$ cat src/rtl/rename_retire_queue_pkg.sv
// rename_retire_queue_pkg: widths shared between the rename file and its retire queue.
package rename_retire_queue_pkg;
  localparam int NAME_WIDTH = 1;
  localparam int DEPTH = 4;
  localparam int PTR_WIDTH = 2;
  typedef logic [NAME_WIDTH-1:0] name_t;
  typedef logic [PTR_WIDTH:0] count_t;
endpackage

$ cat src/rtl/rename_retire_match.sv
// rename_retire_match: writeback CAM producing the per-slot done-set vector.
module rename_retire_match
  import rename_retire_queue_pkg::*;
#(
  parameter int name_width = NAME_WIDTH,
  parameter int depth = DEPTH
) (
  input  logic [depth-1:0][name_width-1:0] names,
  input  logic [depth-1:0]                 valid,
  input  logic [name_width-1:0]            wb_name_1,
  input  logic                             wb_e_1,
  input  logic [name_width-1:0]            wb_name_2,
  input  logic                             wb_e_2,
  output logic [depth-1:0]                 done_set
);
  for (genvar i = 0; i < depth; i++) begin : g_slot
    assign done_set[i] = valid[i] && ((wb_e_1 && names[i] == wb_name_1) ||
                                      (wb_e_2 && names[i] == wb_name_2));
  end
endmodule

$ cat src/rtl/rename_retire_queue.sv
// rename_retire_queue: in-order retirement tracker driving the rename file's name-free port.
module rename_retire_queue
  import rename_retire_queue_pkg::*;
#(
  parameter int name_width = NAME_WIDTH,
  parameter int depth = DEPTH,
  parameter int ptr_width = PTR_WIDTH
) (
  input  logic                  CLK,
  input  logic                  RST,
  input  logic [name_width-1:0] ENQ_NAME,
  input  logic                  ENQ_E,
  output logic                  ENQ_READY,
  input  logic [name_width-1:0] WB_NAME_1,
  input  logic                  WB_E_1,
  input  logic [name_width-1:0] WB_NAME_2,
  input  logic                  WB_E_2,
  input  logic                  COMMIT_EN,
  input  logic                  FLUSH,
  output logic [name_width-1:0] NAME_F,
  output logic                  FE,
  output logic [ptr_width:0]    COUNT
);
  localparam logic [ptr_width:0] full_cnt = (ptr_width+1)'(depth);
  logic [depth-1:0][name_width-1:0] names;
  logic [depth-1:0] valid, done, valid_n, done_n, done_set;
  logic [ptr_width-1:0] head, tail;
  logic do_enq, retire;
  rename_retire_match #(.name_width(name_width), .depth(depth)) u_match (
    .names(names), .valid(valid),
    .wb_name_1(WB_NAME_1), .wb_e_1(WB_E_1),
    .wb_name_2(WB_NAME_2), .wb_e_2(WB_E_2),
    .done_set(done_set)
  );
  assign ENQ_READY = COUNT != full_cnt;
  assign do_enq = ENQ_E && ENQ_READY;
  assign retire = valid[head] && done[head] && COMMIT_EN && !FLUSH;
  // The enqueue overrides last so a same-cycle writeback never marks the new entry.
  always_comb begin
    valid_n = valid;
    done_n = done | done_set;
    if (retire) begin
      valid_n[head] = 1'b0;
      done_n[head] = 1'b0;
    end
    if (do_enq) begin
      valid_n[tail] = 1'b1;
      done_n[tail] = 1'b0;
    end
  end
  always_ff @(posedge CLK or negedge RST) begin
    if (!RST) begin
      names <= '0;
      valid <= '0;
      done <= '0;
      head <= '0;
      tail <= '0;
      COUNT <= '0;
      FE <= 1'b0;
      NAME_F <= '0;
    end else if (FLUSH) begin
      valid <= '0;
      done <= '0;
      head <= '0;
      tail <= '0;
      COUNT <= '0;
      FE <= 1'b0;
    end else begin
      valid <= valid_n;
      done <= done_n;
      if (do_enq) names[tail] <= ENQ_NAME;
      tail <= tail + ptr_width'(do_enq);
      head <= head + ptr_width'(retire);
      COUNT <= COUNT + (ptr_width+1)'(do_enq) - (ptr_width+1)'(retire);
      FE <= retire;
      if (retire) NAME_F <= names[head];
    end
  end
endmodule

$ cat config.mk
export PLATFORM = sky130hd
export DESIGN_NAME = rename_retire_queue
export DESIGN_NICKNAME = d
export VERILOG_FILES = /design/src/rtl/rename_retire_queue_pkg.sv /design/src/rtl/rename_retire_match.sv /design/src/rtl/rename_retire_queue.sv
export SDC_FILE = /design/constraint.sdc
export NUM_CORES = 1
export LEC_CHECK = 0
export CORE_AREA = 2 2 50 52
export CTS_CLUSTER_SIZE = 40
export DETAILED_ROUTE_END_ITERATION = 7
export DIE_AREA = 0 0 52 54
export PLACE_DENSITY = 0.74
export SETUP_SLACK_MARGIN = 0.1
export SYNTH_ARGS = -nofsm -noshare
export SYNTH_HDL_FRONTEND = slang
export SYNTH_SLANG_ARGS = --single-unit
$ cat constraint.sdc
create_clock -name CLK -period 2.7 [get_ports CLK]
set_input_delay 0.675 -clock CLK [delete_from_list [all_inputs] [get_ports CLK]]
set_output_delay 0.675 -clock CLK [all_outputs]
set_load 0.005 [all_outputs]
==> results.tsv <==
metric	value	unit
antenna_found_initial	0	
vias	842	
ys_top_cells_by_area	dfrtp_1, xnor2_1, mux2_2, ha_1, nor2_1	
drc_errors	0	
placed_cell_area	1350	um^2
top_layer_used	met4	
cts_root_buf	clkbuf_4	
start_kind	primary input	
layoutNonFillerInstCount	154	
grt_pass1_wl	3.88	mm
cp_cell_sequence	clkdlybuf4s50_1, a211o_1, o31ai_2, ha_1, inv_1, ha_1, inv_1, fa_1, xnor2_1, nor2_1	
wl_met2	1.20	mm
num_rows	18	
routed_wl	2.34	mm
io_pins	16	
synthCells	103	
worstSkewPairLatency	0.32	ns
period_share	91.9	%
clk_pin_slew	0.13	ns
max_stage_delay	0.49	ns
die_x	52	um
async_flop_share	100	%
area_delta_synth_final	22.3	%
synth_cell_types	30	
syn_area_per_cell	11.0	um^2
routabilityCongestion	0.762	
grt-ovfl-total	0	
synth_top_cell_area_share	46.4	%
layout-drive-gt1-share	17.7	%
tns	0	ns
drtAntennaViolNets	0	
fmax	0.403	GHz
cts_sinks	21	
setup_viol	0	
grt_max_degree	22	
wl_met3	92	um
worstPathArrival	2.71	ns
start_util	48.9	%
post_cts_buffers	0	
cts_tree	yes	
dp.cells	150	
port_buffers	15	
cp_max_fo	4	
synth_most_common_cell	dfrtp_1	
layout.nets	140	
core_area	2320	um^2
fin_crit	2.48	ns
synth_common_cells	dfrtp_1, nor2_1, xnor2_1	
regToRegSetupSlack	0.33	ns
endpoint_kind	flip-flop	
diodes	0	
clock_skew	0.0122	ns
finalHoldViolations	0	
cp.required	2.92	ns
die-area	2810	um^2
yosysSeqAreaShare	46.4	%
outcome	finished clean	
synth_edf_count	0	
routedWlPerCell	15.2	um
slew-limit-headroom	76.9	%
r2r_start	COUNT[1]	
cp_slowest_cell	clkdlybuf4s50_1	
grt_usage	19.4	%
die_height	54	um
drt_first_iter_violations	14	
drt-met1-wl	1.01	mm
path_class	in2reg	
max-clock-path-buffers	2	
yosysTopAreaCell	dfrtp_1	
worst_pin_slew	0.344	ns
yosys_warnings	0	
place.detailed.hpwl	1.73	mm
syn-num-nets	118	
powerDensity	699	nW/um^2
synth_area	1130	um^2
drt-pass1-iter-count	4	
vdd_drop_max	0.000449	V
crit_family	adder cells	
numCtsBuffers	3	
rsz0062_at_grt	false	
cap_violations	0	
hold_class	reg2reg	
ys.flop_type	dfrtp_1	
hold_start	NAME_F	
setup.worst_path.start	FLUSH	
leakage	0.625	nW
ys_ff_latch	21	
p_total	969	uW
cts-htree-levels	1	
drv_slew	0	
via_per_inst	5.47	
design_area	1390	um^2
critPathBufInv	3	
grt_pass1_vias	885	
cts_hold_buffers	0	
worst register-to-register path, delay by kind of cell, from the launching register on:
kind,cells,cell delay (ns)
XOR/XNOR,1,0.17
adder cells (fa/ha/maj),3,0.74
buffers and inverters,3,0.18
flip-flops,1,0.47
AND/OR/NAND/NOR,3,0.72
what timing repair did:
item,CTS,global route
resized for setup,0,2
hold endpoints to repair,0,0
setup endpoints to repair,0,1
where the power goes:
part | leakage (nW) | total (mW) | switching, mW | internal (mW)
combinational | 0.325 | 0.351 | 0.134 | 0.217
clock | 0.0177 | 0.159 | 0.104 | 0.0555
sequential | 0.282 | 0.459 | 0.0766 | 0.382
total | 0.625 | 0.969 | 0.314 | 0.655
stage by stage:
stage                     utilization [%]  hold slack (ns)  setup slack, ns
final                                59.8            0.522            0.218
after global routing                 59.8            0.540            0.135
after CTS                            59.4            0.525            0.166
after detailed placement             58.3            0.496           -0.190
after global placement               58.3            0.485          -0.0810
after floorplan                         -            0.379            0.119
metal layers:
metal	vias to the layer above	track usage, %
li1	401	-
met1	417	23.4
met2	19	34.8
met3	5	1.94
met4	0	9.21
met5	-	0
placed cells by master (no fill, tap or decap), types with 5 or more instances in the layout:
cell type        netlist  layout
xnor2_1               11      11
mux2_2                 5       5
nor2_1                11      11
clkdlybuf4s50_1        0      14
buf_4                  0       6
inv_1                  6       6
dfrtp_1               21      21
state kept, by name, indices dropped and copies added (netlist names):
| register | count |
|---|---|
| done | 4 |
| FE | 1 |
| tail | 2 |
| names | 4 |
| NAME_F | 1 |
| head | 2 |
| valid | 4 |
| COUNT | 3 |
cells by family after synthesis:
| family | Yosys count | synth area share (%) |
|---|---|---|
| XOR/XNOR | 12 | 9.27 |
| AND/OR/NAND/NOR | 30 | 14.7 |
| flip-flops | 21 | 46.4 |
| multiplexers | 6 | 6.95 |
| AO/OA/AOI/OAI | 19 | 13.2 |
| buffers and inverters | 10 | 3.31 |
| adder cells (fa/ha/maj) | 5 | 6.18 |
final timing paths:
check | to | cells past startpoint
min in group asynchronous | done[1] | 2
hold / removal | NAME_F | 1
hold reg to reg | NAME_F | 1
max in group asynchronous | valid[1] | 2
setup reg to reg | COUNT[2] | 10
setup / recovery | COUNT[2] | 10
final cells by class:
class	count	area [um^2]
clock inverter	1	5.00
fill	192	933
inverter	6	22.5
sequential	21	526
tap	30	37.5
timing repair buffer	21	198
clock buffer	3	22.5
multi-input combinational	72	576
No activity file was read; power rests on OpenSTA's default activity.
==> patch 1, RTL diff (same flow settings) <==
Change the package constant `DEPTH` from 4 to 8.
--- a/src/rtl/rename_retire_queue_pkg.sv
+++ b/src/rtl/rename_retire_queue_pkg.sv
@@ -1,7 +1,7 @@
 // rename_retire_queue_pkg: widths shared between the rename file and its retire queue.
 package rename_retire_queue_pkg;
   localparam int NAME_WIDTH = 1;
-  localparam int DEPTH = 4;
+  localparam int DEPTH = 8;
   localparam int PTR_WIDTH = 2;
   typedef logic [NAME_WIDTH-1:0] name_t;
   typedef logic [PTR_WIDTH:0] count_t;
Check against the original RTL: not equivalent (Yosys sat finds a counterexample within 4 cycles, from zero or initial values and one cycle with RST low).
==> patch 1 against the unedited design <==
- register-to-register slack got worse by 80 ps
- worst setup slack improved by 34 ps
- area after synthesis is 10% higher
- global-route usage is 1.3 points higher
- critical path depth fell by 1
- synthesized cell count increased by 9.7%
- clock skew fell by 3.6 ps
- routed wire length rose by 7.7%
- final area is 9.5% higher
- utilization increased by 5.7 points
- sequential cell count did not move
Power is not compared: it rests on default switching activity, and its combinational part moved more than twofold at a synthesized area within 25%.
==> patch 1: results (changes against the unedited design) <==
| Metric | Value |
|---|---|
| Top Registers | `done: 4 flops, names: 4 flops, valid: 4 flops (unchanged)` |
| Synthesized Nets | `128 (was 118)` |
| Crit Path Category | `register to register (was primary input to register)` |
| Starting DRC count in detailed routing | `26 (was 14)` |
| Post-DP HPWL | `1.83 mm (was 1.73 mm)` |
| Residual DRC count | `0 (unchanged)` |
| Vias in the first global route | `921 (was 885)` |
| Hold Crit Class | `register to register (unchanged)` |
| Status | `finished clean (unchanged)` |
| Adder-cell share of the synthesized area | `5.60% (was 6.18%)` |
| Flop pwr share | `60.7%` |
| Met3 Resource Use GR | `2.50% (was 1.94%)` |
| Seq/Total Area, Yosys | `42.0% (was 46.4%)` |
| Slowest CP cell | `dfrtp_1 (was clkdlybuf4s50_1)` |
| Netlist cell types | `42 (was 30)` |
| Post-Synth XOR/XNOR Area | `7.00% (was 9.27%)` |
| Synth top cells by count | `dfrtp_1, nor2_1, xnor2_1, inv_1 (was dfrtp_1, nor2_1, xnor2_1, inv_1, mux2_2)` |
| Critical hold path startpoint | `NAME_F$_DFFE_PN0P_ (unchanged)` |
| Area fraction in compound gates after synthesis | `15.6% (was 13.2%)` |
| Crit-path leading delay family | `adder cells (unchanged)` |
| Switching Share | `23.4%` |
| Post-DP Area | `1460 µm² (was 1350 µm²)` |
| Critical R2R Launch | `head[1]$_DFF_PN0_ (was COUNT[1]$_DFF_PN0_)` |
| Num CTS Buffers | `3 (unchanged)` |
| Met1 usage | `27.4% (was 23.4%)` |
| Clock share of power | `30.1%` |
| Post-synthesis mux area share | `9.50% (was 6.95%)` |
| Worst Hold Path Cells | `1 (unchanged)` |
| Routed WL | `2.52 mm (was 2.34 mm)` |
| Total GRT Usage | `20.7% (was 19.4%)` |
| Fin Clk Skew | `8.54 ps (was 12.2 ps)` |
| First-pass GRT wire length | `4.24 mm (was 3.88 mm)` |
| GPL Wtd Cong | `0.827 (was 0.762)` |
| Share of layout cells above drive strength 1 | `24.3% (was 17.7%)` |
| CP Max Fanout | `10 (was 4)` |
| R2R depth | `9 (was 10)` |
| Initial antenna violation count | `0 (unchanged)` |
| Clk pin slew, worst setup/hold paths | `120 ps` |
| Crit-path max cell delay | `600 ps (was 490 ps)` |
| Port Buffers | `15 (unchanged)` |
| Maximum clock path buffer count | `2 (unchanged)` |
| Vias | `955 (was 842)` |
| Ys async rst share | `100% (unchanged)` |
| Top post-synthesis cells by area | `dfrtp_1, xnor2_1, ha_1 (was dfrtp_1, xnor2_1, mux2_2)` |
| Fin nets | `152 (was 140)` |
| P_leak | `0.667 nW` |
| Synthesis Warnings | `0 (unchanged)` |
| N_diodes | `0 (unchanged)` |
| Largest net degree at the start of global routing | `22 (unchanged)` |
| Slew @ Worst Pin | `414 ps (was 344 ps)` |
| Clock root buffer | `clkbuf_4 (unchanged)` |
| GR Util met2 | `36.1% (was 34.8%)` |
-- patch 1: cell families (layout without fill, tap and decap cells) --
group / after synthesis / in the layout
AND/OR/NAND/NOR: 32 / 32
XOR/XNOR: 10 / 10
flip-flops: 21 / 21
buffers and inverters: 13 / 36
adder cells (fa/ha/maj): 5 / 5
multiplexers: 8 / 8
AO/OA/AOI/OAI: 24 / 24
-- patch 1: final timing paths --
| kind | to | slack [ps] |
|---|---|---|
| min in group asynchronous | valid[0]$_DFF_PN0_ | 700 |
| setup reg to reg | COUNT[1]$_DFF_PN0_ | 250 |
| max in group asynchronous | tail[0]$_DFF_PN0_ | 1780 |
| setup / recovery | COUNT[1]$_DFF_PN0_ | 250 |
| hold reg to reg | NAME_F$_DFFE_PN0P_ | 530 |
| hold / removal | NAME_F$_DFFE_PN0P_ | 530 |
-- patch 1: routing by layer --
| metal | routed length [µm] | vias to the layer above |
|---|---|---|
| met5 | 0 | - |
| met4 | 21 | 0 |
| met3 | 77 | 2 |
| met2 | 1280 | 19 |
| met1 | 1140 | 478 |
| li1 | - | 456 |
-- patch 1: layout make-up --
type / count / area [µm²]
fillers: 176 / 802
multi-input cells: 79 / 668
flip-flops and latches: 21 / 526
repair buffers: 26 / 238
well taps: 30 / 37.5
clock buffers: 4 / 26.3
inverters: 6 / 22.5
-- patch 1: per-stage QoR --
| step | cells | setup WS [ps] | power [W] |
|---|---|---|---|
| final | 166 | 252 | 0.000519 |
| after global routing | 166 | 138 | 0.000540 |
| after CTS | 165 | 107 | 0.000524 |
| after detailed placement | 161 | -309 | 0.000368 |
| after global placement | 161 | -262 | 0.000367 |
| after floorplan | 113 | 263 | 0.000342 |
-- patch 1: timing repair --
item | CTS | global route
endpoints found under the setup margin | 2 | 2
pin swaps | 3 | 3
gates resized for setup | 4 | 4
setup buffers | 0 | 1
==> patch 2, RTL diff (same settings) <==
Without the edit above. Reset style: synchronous (`RST`), changed in one clocked block.
--- a/src/rtl/rename_retire_queue.sv
+++ b/src/rtl/rename_retire_queue.sv
@@ -48,7 +48,7 @@
       done_n[tail] = 1'b0;
     end
   end
-  always_ff @(posedge CLK or negedge RST) begin
+  always_ff @(posedge CLK) begin
     if (!RST) begin
       names <= '0;
       valid <= '0;
Behaviour: differs if RST is asserted again (counterexample within 4 cycles, from zero or initial values and one cycle with RST low); with RST held inactive, the same outputs for 10 cycles.
==> patch 2 against the unedited design <==
- sequential cell count unchanged
- clock skew up 4.4 ps
- non-clock buffer count stayed put
- critical path depth grew 2
- routed wire length is 1.7% higher
- area after synthesis fell by 8.2%
- worst hold slack worse by 52 ps
- final area down 4.6%
- worst setup slack gained 44 ps
- critical path type unchanged
- highest routed layer unchanged
Power is not compared: it rests on default switching activity, and its combinational part moved more than twofold at a synthesized area within 25%.
==> patch 2: results (changes against the unedited design) <==
| Metric | Value |
|---|---|
| First-pass GRT wire length | `3.77 mm (was 3.88 mm)` |
| Mapped Avg Cell Area | `9.29 µm² (was 11.0 µm²)` |
| Routed WL | `2.38 mm (was 2.34 mm)` |
| Status | `finished clean (unchanged)` |
| Seq/Total Area, Yosys | `40.4% (was 46.4%)` |
| Share of layout cells above drive strength 1 | `17.3% (was 17.7%)` |
| Rel. slew slack | `67.8% (was 76.9%)` |
| Synthesized Nets | `127 (was 118)` |
| Ys async rst share | `0% (was 100%)` |
| GPL Wtd Cong | `0.788 (was 0.762)` |
| Starting DRC count in detailed routing | `27 (was 14)` |
| Fin Clk Skew | `16.5 ps (was 12.2 ps)` |
| CP Max Fanout | `3 (was 4)` |
| Placed cells | `159 (was 150)` |
| Total GRT Usage | `18.6% (was 19.4%)` |
| Post-DP HPWL | `1.68 mm (was 1.73 mm)` |
| Synth top cells by count | `dfxtp_1, nand2_1, inv_1, nor2_1 (was dfrtp_1, nor2_1, xnor2_1, inv_1, mux2_2)` |
| Internal power | `0.000401 W` |
| Netlist cell types | `40 (was 30)` |
| Vias in the first global route | `865 (was 885)` |
| Vias | `892 (was 842)` |
| Setup repair bufs after CTS | `0 (unchanged)` |
| Fin nets | `149 (was 140)` |
| Top post-synthesis cells by area | `dfxtp_1, ha_1, nand2_1 (was dfrtp_1, xnor2_1, mux2_2)` |
| P_leak | `0.530 nW` |
| Port Buffers | `15 (unchanged)` |
| Maximum clock path buffer count | `2 (unchanged)` |
| Worst-Skew Late Latency | `310 ps` |
| Worst Path Arrival | `2620 ps (was 2710 ps)` |
| Wire length per cell | `14.6 µm (was 15.2 µm)` |
| Fill count | `218 (was 192)` |
| Clk pin slew, worst setup/hold paths | `110 ps (was 130 ps)` |
| Largest net degree at the start of global routing | `14 (was 22)` |
## patch 2: critical path, cell delays in order
cell and delay (ps):
dlygate4sd2_1 270, nand3b_1 230, a2bb2oi_4 180, inv_2 70, ha_1 210, inv_1 60
ha_2 150, inv_1 50, fa_2 370, xor2_2 160, xnor2_1 130, nor2_1 50
## patch 2: path summary, 6_finish.rpt
check / startpoint / slack [ps] / depth (start not counted) / to
setup / recovery: FLUSH / 260 / 12 / COUNT[2]$_SDFF_PP0_
hold / removal: NAME_F$_SDFFE_PN0P_ / 470 / 2 / NAME_F$_SDFFE_PN0P_
setup reg to reg: head[0]$_SDFF_PP0_ / 270 / 12 / COUNT[2]$_SDFF_PP0_
hold reg to reg: NAME_F$_SDFFE_PN0P_ / 470 / 2 / NAME_F$_SDFFE_PN0P_
## patch 2: logic make-up (layout without fill, tap and decap cells)
kind of cell	after synthesis	count (layout)	share of synthesized area, %
buffers and inverters	14	35	5.29
AO/OA/AOI/OAI	23	23	17.5
adder cells (fa/ha/maj)	5	5	6.73
multiplexers	4	4	5.05
flip-flops	21	21	40.4
AND/OR/NAND/NOR	41	41	21.6
XOR/XNOR	4	4	3.37
## patch 2: power by group through the flow
stage	logic (W)	registers, W	clock network [W]
4_1_cts	0.0000575	0.000321	0.000163
5_1_grt	0.0000646	0.000322	0.000171
3_5_place_dp	0.0000574	0.000328	0
3_3_place_gp	0.0000557	0.000327	0
6_report	0.0000584	0.000321	0.000155
2_1_floorplan	0.0000311	0.000325	0
## patch 2: area by class of cell
cell class	count	share of cell area [%]
clock inverters	1	0.568
clock buffers	3	1.70
multi-input cells	77	45.4
well taps	30	2.84
inverters	10	2.84
repair buffers	21	14.9
flip-flops and latches	21	31.8
## patch 2: stage by stage
step,setup slack (ps),util (%),hold WS [ps],area [µm²],TNS (ps)
floorplan,116,-,424,1050,0
global placement,-261,54.4,442,1260,-343
detailed placement,-321,54.4,458,1260,-423
CTS,115,55.8,474,1290,0
global route,99.2,57.0,496,1320,0
finish,261,57.0,470,1320,0
## patch 2: routing by layer
layer / up-vias / share of wire, % / track usage [%]
li1: 438 / - / -
met1: 422 / 43 / 22.1
met2: 30 / 51 / 31.9
met3: 2 / 5.8 / 3.33
met4: 0 / 0.50 / 9.65
met5: - / 0 / 0
## patch 2: what timing repair did
action,CTS,global route
hold endpoints to repair,0,0
endpoints found under the setup margin,1,1
pin swaps,3,3
gates resized for setup,2,6
